File: src/rtl/tuner_pkg.sv
// Shared constants, state encoding and half-period clamp for the reference tone generator.
// The optional TONE_DETUNE_EN build adds a signed offset to the active half-period.
package tuner_pkg;

    localparam int                  PERIOD_W     = 16;
    localparam logic [PERIOD_W-1:0] MIN_HALF     = 16'd2;
    localparam logic [PERIOD_W-1:0] DEFAULT_HALF = 16'd56818;

    typedef enum logic [1:0] {
        IDLE = 2'd0,
        RUN  = 2'd1,
        PEND = 2'd2
    } tone_state_e;

    function automatic logic [PERIOD_W-1:0] clamp_half(input logic [PERIOD_W-1:0] v);
        return (v < MIN_HALF) ? MIN_HALF : v;
    endfunction

endpackage

File: src/rtl/tone_half_calc.sv
// Combinational effective half-period: active value, optionally offset by a signed detune
// (macro TONE_DETUNE_EN) and saturated to [MIN_HALF, 2^PERIOD_W-1].
module tone_half_calc
    import tuner_pkg::*;
(
    input  logic [PERIOD_W-1:0] active,
    input  logic [PERIOD_W-1:0] detune,
    output logic [PERIOD_W-1:0] half
);

`ifdef TONE_DETUNE_EN
    // Two guard bits so that a large active plus a large positive detune cannot wrap.
    localparam int SW = PERIOD_W + 2;
    localparam logic signed [SW-1:0] LO = $signed({2'b00, MIN_HALF});
    localparam logic signed [SW-1:0] HI = $signed({2'b00, {PERIOD_W{1'b1}}});

    logic signed [SW-1:0] sum;

    always_comb begin
        sum = $signed({2'b00, active}) + $signed({{2{detune[PERIOD_W-1]}}, detune});
        if (sum < LO) begin
            half = MIN_HALF;
        end else if (sum > HI) begin
            half = {PERIOD_W{1'b1}};
        end else begin
            half = sum[PERIOD_W-1:0];
        end
    end
`else
    logic unused_detune;

    assign unused_detune = ^detune;
    assign half          = clamp_half(active);
`endif

endmodule

File: src/rtl/reference_tone_gen.sv
// 50%-duty square-wave reference tone with a valid/ready loaded half-period, applied only at
// period boundaries. Build macro TONE_DETUNE_EN enables the signed detune offset.
module reference_tone_gen
    import tuner_pkg::*;
(
    input  logic                clk,
    input  logic                resetn,
    input  logic                enable,
    input  logic                load_valid,
    output logic                load_ready,
    input  logic [PERIOD_W-1:0] load_half,
    input  logic [PERIOD_W-1:0] detune,
    output logic                tone_out,
    output logic                cycle_pulse,
    output logic                busy,
    output logic [1:0]          state_dbg
);

    // Handshake: a request transfers on a rising clk edge where load_valid && load_ready;
    // load_ready is low only while one request is already pending (state PEND).

    tone_state_e         state_q, state_d;
    logic                tone_q, tone_d;
    logic                pulse_q, pulse_d;
    logic [PERIOD_W-1:0] cnt_q, cnt_d;
    logic [PERIOD_W-1:0] active_q, active_d;
    logic [PERIOD_W-1:0] pend_half_q, pend_half_d;
    logic [PERIOD_W-1:0] half_q, half_d;

    logic                accept;
    logic [PERIOD_W-1:0] load_clamped;
    logic [PERIOD_W-1:0] next_active;
    logic [PERIOD_W-1:0] next_h;

    assign load_ready   = (state_q != PEND);
    assign accept       = load_valid && load_ready;
    assign load_clamped = clamp_half(load_half);

    // Value that becomes active if a period starts on this edge.
    always_comb begin
        next_active = active_q;
        if (state_q == IDLE) begin
            if (accept) next_active = load_clamped;
        end else if (state_q == PEND) begin
            next_active = pend_half_q;
        end
    end

    tone_half_calc u_half_calc (
        .active (next_active),
        .detune (detune),
        .half   (next_h)
    );

    always_comb begin
        state_d     = state_q;
        tone_d      = tone_q;
        pulse_d     = 1'b0;
        cnt_d       = cnt_q;
        active_d    = active_q;
        pend_half_d = pend_half_q;
        half_d      = half_q;

        case (state_q)
            IDLE: begin
                tone_d   = 1'b0;
                active_d = next_active;
                if (enable) begin
                    state_d = RUN;
                    tone_d  = 1'b1;
                    pulse_d = 1'b1;
                    half_d  = next_h;
                    cnt_d   = next_h - PERIOD_W'(1);
                end
            end
            RUN, PEND: begin
                if (accept) begin
                    pend_half_d = load_clamped;
                    state_d     = PEND;
                end
                if (cnt_q != '0) begin
                    cnt_d = cnt_q - PERIOD_W'(1);
                end else if (tone_q) begin
                    tone_d = 1'b0;
                    cnt_d  = half_q - PERIOD_W'(1);
                end else begin
                    // Period boundary: commit any pending pitch, then restart or stop.
                    active_d = next_active;
                    if (!enable) begin
                        state_d = IDLE;
                        cnt_d   = '0;
                        if (accept) active_d = load_clamped;
                    end else begin
                        state_d = accept ? PEND : RUN;
                        tone_d  = 1'b1;
                        pulse_d = 1'b1;
                        half_d  = next_h;
                        cnt_d   = next_h - PERIOD_W'(1);
                    end
                end
            end
            default: begin
                state_d = IDLE;
                tone_d  = 1'b0;
            end
        endcase
    end

    always_ff @(posedge clk or negedge resetn) begin
        if (!resetn) begin
            state_q     <= IDLE;
            tone_q      <= 1'b0;
            pulse_q     <= 1'b0;
            cnt_q       <= '0;
            active_q    <= DEFAULT_HALF;
            pend_half_q <= DEFAULT_HALF;
            half_q      <= DEFAULT_HALF;
        end else begin
            state_q     <= state_d;
            tone_q      <= tone_d;
            pulse_q     <= pulse_d;
            cnt_q       <= cnt_d;
            active_q    <= active_d;
            pend_half_q <= pend_half_d;
            half_q      <= half_d;
        end
    end

    assign tone_out    = tone_q;
    assign cycle_pulse = pulse_q;
    assign busy        = (state_q != IDLE);
    assign state_dbg   = state_q;

endmodule

File: config.mk
export PLATFORM = sky130hd
export DESIGN_NAME = reference_tone_gen
export DESIGN_NICKNAME = d
export VERILOG_FILES = /design/src/rtl/tuner_pkg.sv /design/src/rtl/tone_half_calc.sv /design/src/rtl/reference_tone_gen.sv
export SDC_FILE = /design/constraint.sdc
export NUM_CORES = 1
export LEC_CHECK = 0
export CORE_ASPECT_RATIO = 1.2
export CORE_MARGIN = 2
export CORE_UTILIZATION = 60
export DETAILED_ROUTE_END_ITERATION = 8
export PLACE_DENSITY = 0.88
export REMOVE_ABC_BUFFERS = 1
export SLEW_MARGIN = 20
export SYNTH_ARGS = -nofsm -noshare
export SYNTH_HDL_FRONTEND = slang
export SYNTH_HIERARCHICAL = 1
export SYNTH_SLANG_ARGS = --single-unit
File: constraint.sdc
create_clock -name clk -period 11.65 [get_ports clk]
set_clock_uncertainty 0.1 [all_clocks]
set_input_delay 2.33 -clock clk [delete_from_list [all_inputs] [get_ports clk]]
set_output_delay 2.33 -clock clk [all_outputs]
set_load 0.05 [all_outputs]
==> results.md, run 1 <==
Outcome:
- The flow ran to the end, and the final reports show no timing, DRC or antenna violations.

CTS:
- Gates resized during post-CTS repair numbered 0.
- At the later pin of the worst-skew pair, clock insertion delay measures 0.36 ns.
- TritonCTS built the clock tree.
- The total clock buffers created by CTS is 9.
- CTS built an H-tree with a depth of 3.
- The clock passes through at most 2 buffers.
- In this run, post-CTS hold repair placed 0 buffers.
- The clock edge transition at the registers on the reported setup and hold paths is 0.08 ns.
- Buffers added to address setup during post-CTS repair amount to 0.
- The master cell of the clock root buffer is clkbuf_8.
- The clock sink total is 68.

Timing:
- The final critical path takes up 56.5% of the cycle.
- After routing, the total negative slack on setup checks comes to 0 ns.
- The final setup slack of the worst path is 5.07 ns.
- Setup violations remaining at the end of the flow were counted as 0.
- The headroom to the max-slew limit is 28.7%.
- The pin slew with the least headroom to its limit is 1.06 ns.
- Final hold analysis gives a worst-case slack of 0.388 ns.
- Setup repair after global routing left no endpoint under its margin.
- The upper clock frequency limit is 152 MHz.
- The final count of hold timing violations came to 0.
- The count of final max-slew check failures is 0.
- The smallest clock period supported by the final layout is computed as 6.58 ns.

Final layout:
- The repair_antennas step left the layout with diodes totalling 0.
- Compared with the post-synthesis result, the final layout area differs by 10.1%.
- The finished cells cover 5260 sq um.
- The share of layout cells above drive strength 1 is 22.5%.
- For this run, the share of the core covered by cells in the final layout is 68.3%.
- In the layout the commonest cells are o21ai_0 (54), nand2_1 (49), nor2_1 (35), dfrtp_1 (35), mux2_2 (34).
- The layout net count is 567.
- The library cell used most frequently in the layout, excluding fill and tap cells, is o21ai_0.
- The final instance count without filler cells is 621.

Routing:
- The via count of the routed design is 4,191.
- The detail route stage leaves a number of antenna-violating nets equal to 0.
- The number of optimization iterations in the first detailed-route pass is 5.
- In this run, the number of DRC markers left after iteration 0 of detailed routing was 406.
- The wire length reported by the detailed router is 12,100 microns.
- The DRC violation count after routing is 0.
- After detailed routing, the number of vias per cell comes to 6.75.
- The average wire length per cell after detail routing is 19.5 microns.

Floorplanning:
- The die covers 8700 sq um.
- Row generation in the floorplan step produced 35 rows.
- The area of the core is 7710 sq um.
- The initial core utilization is 62.0%.
- In this run the horizontal extent of the chip is 85.5 microns.
- Pin placement for this block handled 42 I/O pins.
- The die span in y is 102 microns.

Synth:
- In this run, synthesis produced a sequential element count of 68.
- Yosys mapped a number of flops with a built-in enable equal to 0.
- The sequential cell area fraction in the yosys report is 36.5%.
- In the synthesized netlist the async set-or-reset flop fraction comes to 100%.
- The number of different library cells used by synthesis comes to 61.
- The area of the mapped netlist is 4780 sq um.
- The per-instance average area after synthesis is 9.22 sq um.
- In the synthesized netlist, the number of instances is 518.
- Among all flip-flop cells after synthesis, the most frequent one is dfrtp_1.
- The number of warnings reported in the yosys synthesis log is 6.

Power:
- Across the VDD grid, the largest voltage drop is 0.172 mV.
- The static leakage is 2.16 nW.
- The power density over cell area is 335 nW/um^2.
- The total power of the final layout is 1.76 mW.

Place:
- Prior to clock tree synthesis, the placed netlist has a worst setup slack of 4.86 ns.
- Once placement finished, the instance area stood at 5040 sq um.
- The number of placed instances with taps included is 605.
- The count of port buffers added during placement is 25.
- After legalization and detailed placement, the total HPWL measured 8160 microns.
- Routability-driven placement finished with a final weighted congestion of 0.972.

GRT:
- The initial antenna violation count is 0.
- The maximum number of pins on one net before global-route repair is 69.
- Global routing finished with a remaining overflow of 0.
- The first global-routing pass estimated 19,900 microns of wire.
- The number of global-route vias before repair was 4,103.
- Across every metal layer, demand over resource in global routing totals 28.9%.

Worst setup path:
- The startpoint class of the critical path is an input port.
- The type of the worst setup path is input port to register.
- The critical register-to-register path endpoint is cnt_q[4].
- The worst register-to-register path has a setup slack of 6.79 ns.
- The worst path arrival time is 6.73 ns.
- The worst register-to-register path has a depth of 14.
- The highest net fanout along the worst path is 17.
- For the worst setup path, the data required time is 11.79 ns.
- The worst setup path is captured at a register.
- The startpoint of the worst register-to-register path is state_dbg[0].

Flow run:
- Max-cap violations in this run came to 0.

Hold path:
- The worst hold path terminates at pend_half_q[1].
- The worst hold path belongs to the class register to register.
- The origin of the worst min-delay path is pend_half_q[1].
- The instance count along the most critical hold path is 2.
[where the power goes]
part | internal, mW | switching, mW
Combinational | 0.427 | 0.594
Sequential | 0.397 | 0.124
Clock | 0.126 | 0.0950
[worst max-delay path, stage by stage]
cell,delay [ns]
clkdlybuf4s50_1,0.44
nand2_1,0.71
mux2i_1,0.19
o21ai_0,0.85
nor4_2,0.16
a41oi_1,0.46
inv_1,0.13
ha_1,0.25
nor2b_1,0.18
nor2b_1,0.21
xor2_1,0.17
a221o_1,0.39
a32o_1,0.26
[synthesized netlist by cell type, types with 8 or more instances]
library cell  count  area (sq um)
dfrtp_1          35           876
xor2_1           11          96.3
o22ai_1          10          62.6
nand2_1          49           184
nor4_1            9          56.3
nor2b_1           8          50.1
xnor2_1          21           184
nor4_2            8           100
mux2_2           34           383
clkbuf_1         34           128
o21ai_0          54           270
inv_1            16          60.1
nor3_1           17          85.1
mux2i_1          30           300
dfstp_2          33           867
nor2_1           35           131
mux2_4            8           120
a21oi_1          15          75.1
[registers in the layout, indices dropped and copies added (netlist names)]
register / flops
pend_half_q: 16
cycle_pulse: 1
half_q: 16
cnt_q: 16
tone_out: 1
state_dbg: 2
active_q: 16
[cells by family (layout without fill, tap and decap cells)]
kind of cell | count (synthesis) | count (layout) | share of synthesized area (%)
DFF | 68 | 68 | 36.5
buffers and inverters | 57 | 68 | 4.87
adders and majority gates | 7 | 7 | 1.83
muxes | 72 | 72 | 16.8
AOI/OAI and AO/OA | 112 | 112 | 14.2
and+or+nand+nor | 170 | 170 | 19.9
xor gates and xnor gates | 32 | 32 | 5.87
[layer usage]
| layer | wire length (microns) | global-route usage [%] | part of all wire (%) | vias up |
|---|---|---|---|---|
| li1 | - | - | - | 1884 |
| met4 | 521 | 16.0 | 4.3 | 0 |
| met2 | 6030 | 49.0 | 50 | 217 |
| met1 | 4860 | 35.1 | 40 | 2032 |
| met5 | 0 | 0 | 0 | - |
| met3 | 675 | 4.65 | 5.6 | 58 |
[layout make-up]
class	instances	area, sq um
Clock buffer	12	145
Clock inverter	4	72.6
Fill cell	581	2440
Inverter	17	63.8
Multi-Input combinational cell	393	2800
Sequential cell	68	1740
Tap cell	92	115
Timing Repair Buffer	35	320
[worst max-delay path by stage]
| stage | start | to | slack [ns] | cells after the start |
|---|---|---|---|---|
| after floorplan | load_valid | cnt_q[4] | 6.06 | 12 |
| after global placement | load_valid | cnt_q[4] | 4.98 | 13 |
| after detailed placement | load_valid | cnt_q[4] | 4.86 | 13 |
| after CTS | load_valid | cnt_q[4] | 5.15 | 13 |
| after global routing | load_valid | cnt_q[4] | 4.82 | 13 |
| final | load_valid | cnt_q[4] | 5.07 | 13 |
(Power assumes the default switching activity.)
==> run 2: changes to the inputs <==
--- a/config.mk
+++ b/config.mk
@@ -7,9 +7,9 @@
 export LEC_CHECK = 0
 export CORE_ASPECT_RATIO = 1.2
 export CORE_MARGIN = 2
-export CORE_UTILIZATION = 60
+export CORE_UTILIZATION = 59
 export DETAILED_ROUTE_END_ITERATION = 8
-export PLACE_DENSITY = 0.88
+export PLACE_DENSITY = 0.87
 export REMOVE_ABC_BUFFERS = 1
 export SLEW_MARGIN = 20
 export SYNTH_ARGS = -nofsm -noshare
==> constraint.sdc (replaced) <==
create_clock -name clk -period 6.2 [get_ports clk]
set_clock_uncertainty 0.1 [all_clocks]
set_input_delay 1.24 -clock clk [delete_from_list [all_inputs] [get_ports clk]]
set_output_delay 1.24 -clock clk [all_outputs]
set_load 0.05 [all_outputs]
==> run 2 against run 1 <==
Compared with the run above:
- utilization hardly changed
- non-clock buffer count is 9 higher
- final area is 0.62% higher
- power is 87% higher
- critical path depth is 1 higher
- global-route usage is 0.76 points lower
- routed wire length is 2.4% lower
- sequential cell count stayed put
- register-to-register slack worse by 5.3 ns
- critical endpoint unchanged
- highest routed layer unchanged
==> results.md, run 2 (synthesis results as in run 1) <==
Place:
- The standard cell area after detailed placement is 5110 sq um (+1.3%).
- The placed wire-length estimate is 8360 microns (+2.5%).
- The final weighted congestion in routability-driven placement is 1.00 (+3.2%).
- The count of port buffers added during placement is 25 (unchanged).

GRT:
- The maximum number of pins on one net before global-route repair is 69 (unchanged).
- The initial antenna violation count is 0 (unchanged).
- The overflow left after global routing is 0 (unchanged).
- The first-pass GRT wire length is 19,600 microns (-1.6%).
- The overall routing resource usage is 28.1% (-0.76 points).
- The number of global-route vias before repair is 4,066 (-0.90%).

CTS:
- The tree is rooted in a clkbuf_8.
- The clock edge transition at the registers on the reported setup and hold paths is 0.08 ns (about the same).
- The number of buffers inserted to repair setup after CTS is 0 (unchanged).
- The clock sink total was 68 (unchanged).
- The count of H-tree levels built during CTS came to 3 (unchanged).
- The insertion delay of the later-clocked pin in the worst-skew pair came to 0.35 ns (about the same).
- The number of cells upsized or downsized after cts is 0 (unchanged).
- The number of buffers added to fix hold violations after cts was 0 (unchanged).
- The TritonCTS clock tree is yes.
- The total clock buffers created by CTS is 9 (unchanged).
- The worst-case clock buffer depth is 2 (unchanged).

Worst setup path:
- STA classifies the critical path startpoint as an input port.
- The worst path arrival time is 5.44 ns (-1.29 ns).
- The critical register-to-register path endpoint is cnt_q[4].
- The depth of the critical timing path with buffers and inverters included is 14 (+1).
- The highest net fanout along the worst path is 9 (-8).
- The kind of end point of the critical path is a register.
- The worst setup path is of the input port to register kind.
- The count of buffering cells on the critical path with inverters included came to 3 (+1).
- Counting stages on the worst path, the most repeated cell is nor2b_1.
- The critical path's largest stage delay is 0.74 ns (-0.11 ns).
- The worst setup path startpoint is load_valid.
- The slowest stage of the critical path belongs to the cell o21ai_0.
- The cell type group with the largest total delay on the critical path is compound AO/OA/AOI/OAI gates.
- The slack of the worst reg-to-reg path is 1.50 ns (-5.29 ns).
- The critical path goes through clkdlybuf4s50_1 > nand2_1 > buf_4 > mux2i_1 > o21ai_0 > nor3_1 > a41oi_1 > inv_1 > ha_1 > nor2b_1 > nor2b_1 > xor2_1 > a221o_1 > a32o_1.
- The critical path data required time came to 6.34 ns (-5.45 ns).
- The startpoint of the worst register-to-register path is state_dbg[0].
- In this run the worst setup path terminates at cnt_q[4].
- The number of cells traversed by the worst register-to-register path is 12 (-2).

Routing:
- The number of optimization iterations in the first detailed-route pass came to 5 (unchanged).
- The residual antenna-violating net count after detailed routing is 0 (unchanged).
- The wire length reported by the detailed router is 11,800 microns (-2.4%).
- The DRC marker count from the first detailed-route iteration is 321 (-21%).
- The via count of the routed design is 4,106 (-2.0%).
- The mean number of vias per cell came to 6.52 (-3.4%).
- The average wire length per cell after detail routing is 18.7 microns (-3.7%).
- The DRC violation count after routing was 0 (unchanged).

Final layout:
- The most common cell after layout, fill and taps aside is o21ai_0.
- The area of combinational cells with multiple inputs is 2800 sq um (unchanged).
- From synthesis to final layout, the design area changed by 10.8%.
- The combined flip-flop and latch cell area is 1740 sq um (unchanged).
- The layout net count is 576 (+1.6%).
- The count of fill cells added during filler insertion was 561 (-3.4%).
- The share of layout cells above drive strength 1 is 23.8% (+1.3 points).
- The top cell types in the final layout, fill and taps aside, are o21ai_0 (54), nand2_1 (49), nor2_1 (35), dfrtp_1 (35), mux2_2 (34).
- The number of diodes added for antenna fixing is 0 (unchanged).
- The final instance area is 5300 sq um (+0.62%).

Timing:
- The count of final max-slew check failures is 0 (unchanged).
- The number of setup violations in the final report came to 0 (unchanged).
- Setup repair after global routing left no endpoint under its margin.
- The share of the cycle needed by the critical path after routing is 85.5%.
- The final count of hold timing violations was 0 (unchanged).
- For this run, the top clock speed supported by timing is 189 MHz.
- The pin slew with the least headroom to its limit is 1.08 ns (+0.0206 ns).
- The headroom to the max-slew limit is 28.1% (-0.63 points).
- The post-route setup TNS is 0 ns (unchanged).
- The final critical delay including setup and external delays is 5.30 ns.

Hold path:
- The instance count along the most critical hold path is 2 (unchanged).
- The class of the most critical hold timing path is register to register.

Floorplanning:
- The initial core utilization is 61.6% (-0.35 points).
- The number of rows created at floorplan is 35 (unchanged).
- The full die area is 8840 sq um (+1.6%).
- The die span in y was 103 microns (+0.81%).
- The die span in x is 86.2 microns (+0.80%).
- The area of the core is 7750 sq um (+0.57%).
- The number of top-level pins is 42 (unchanged).

Power:
- The peak ir drop on the vdd network came to 0.355 mV (+110%).
- The power density over cell area came to 622 nW/um^2 (+86%).
- The static leakage is 2.20 nW (+1.6%).

Outcome:
- The run finished with clean final reports.

Flow run:
- The number of violations of the max-capacitance limit came to 0 (unchanged).
## run 2: routing by layer
metal / GRT usage (%) / up-vias / wire [microns]
met3: 4.72 / 53 / 532
met1: 33.4 / 1986 / 4850
met2: 49.1 / 166 / 5870
met5: 0 / - / 0
li1: - / 1901 / -
met4: 14.7 / 0 / 539
## run 2: area by class of cell
type,count,share of cell area (%)
multi-input cells,393,52.9
flip-flops and latches,68,32.9
repair buffers,44,7.33
clock buffers,11,2.48
well taps,92,2.17
inverters,17,1.21
clock inverters,5,0.969
## run 2: per-stage QoR
step	total power [mW]	instances	util (%)	worst slack, ns	hold WS (ns)
5_1_grt	3.51	630	68.3	0.666	0.415
4_1_cts	3.26	630	68.3	0.985	0.390
2_1_floorplan	2.30	478	-	1.39	0.350
3_5_place_dp	2.88	614	66.0	0.636	0.374
6_report	3.29	630	68.3	0.898	0.390
3_3_place_gp	2.80	614	66.0	0.821	0.367
## run 2: worst reg2reg max path: stages, from the launching register on
cell and delay, ns:
dfrtp_1 0.41, inv_1 0.09, ha_1 0.88, o21ai_0 0.60, nor4_2 0.55, a41oi_1 0.29, inv_1 0.14, ha_1 0.18
nor2b_1 0.30, nor2b_1 0.25, xor2_1 0.14, a221o_1 0.41, a32o_1 0.26
## run 2: power breakdown
part / switching [mW] / internal (mW)
sequential: 0.231 / 0.747
clock: 0.174 / 0.184
combinational: 1.11 / 0.849
total: 1.51 / 1.78
## run 2: worst min path at each step
| stage | start | to | slack (ns) |
|---|---|---|---|
| after floorplan | pend_half_q[0] | pend_half_q[0] | 0.35 |
| after global placement | pend_half_q[0] | pend_half_q[0] | 0.37 |
| after detailed placement | pend_half_q[0] | pend_half_q[0] | 0.37 |
| after CTS | pend_half_q[1] | pend_half_q[1] | 0.39 |
| after global routing | active_q[4] | active_q[4] | 0.42 |
| final | pend_half_q[0] | pend_half_q[0] | 0.39 |
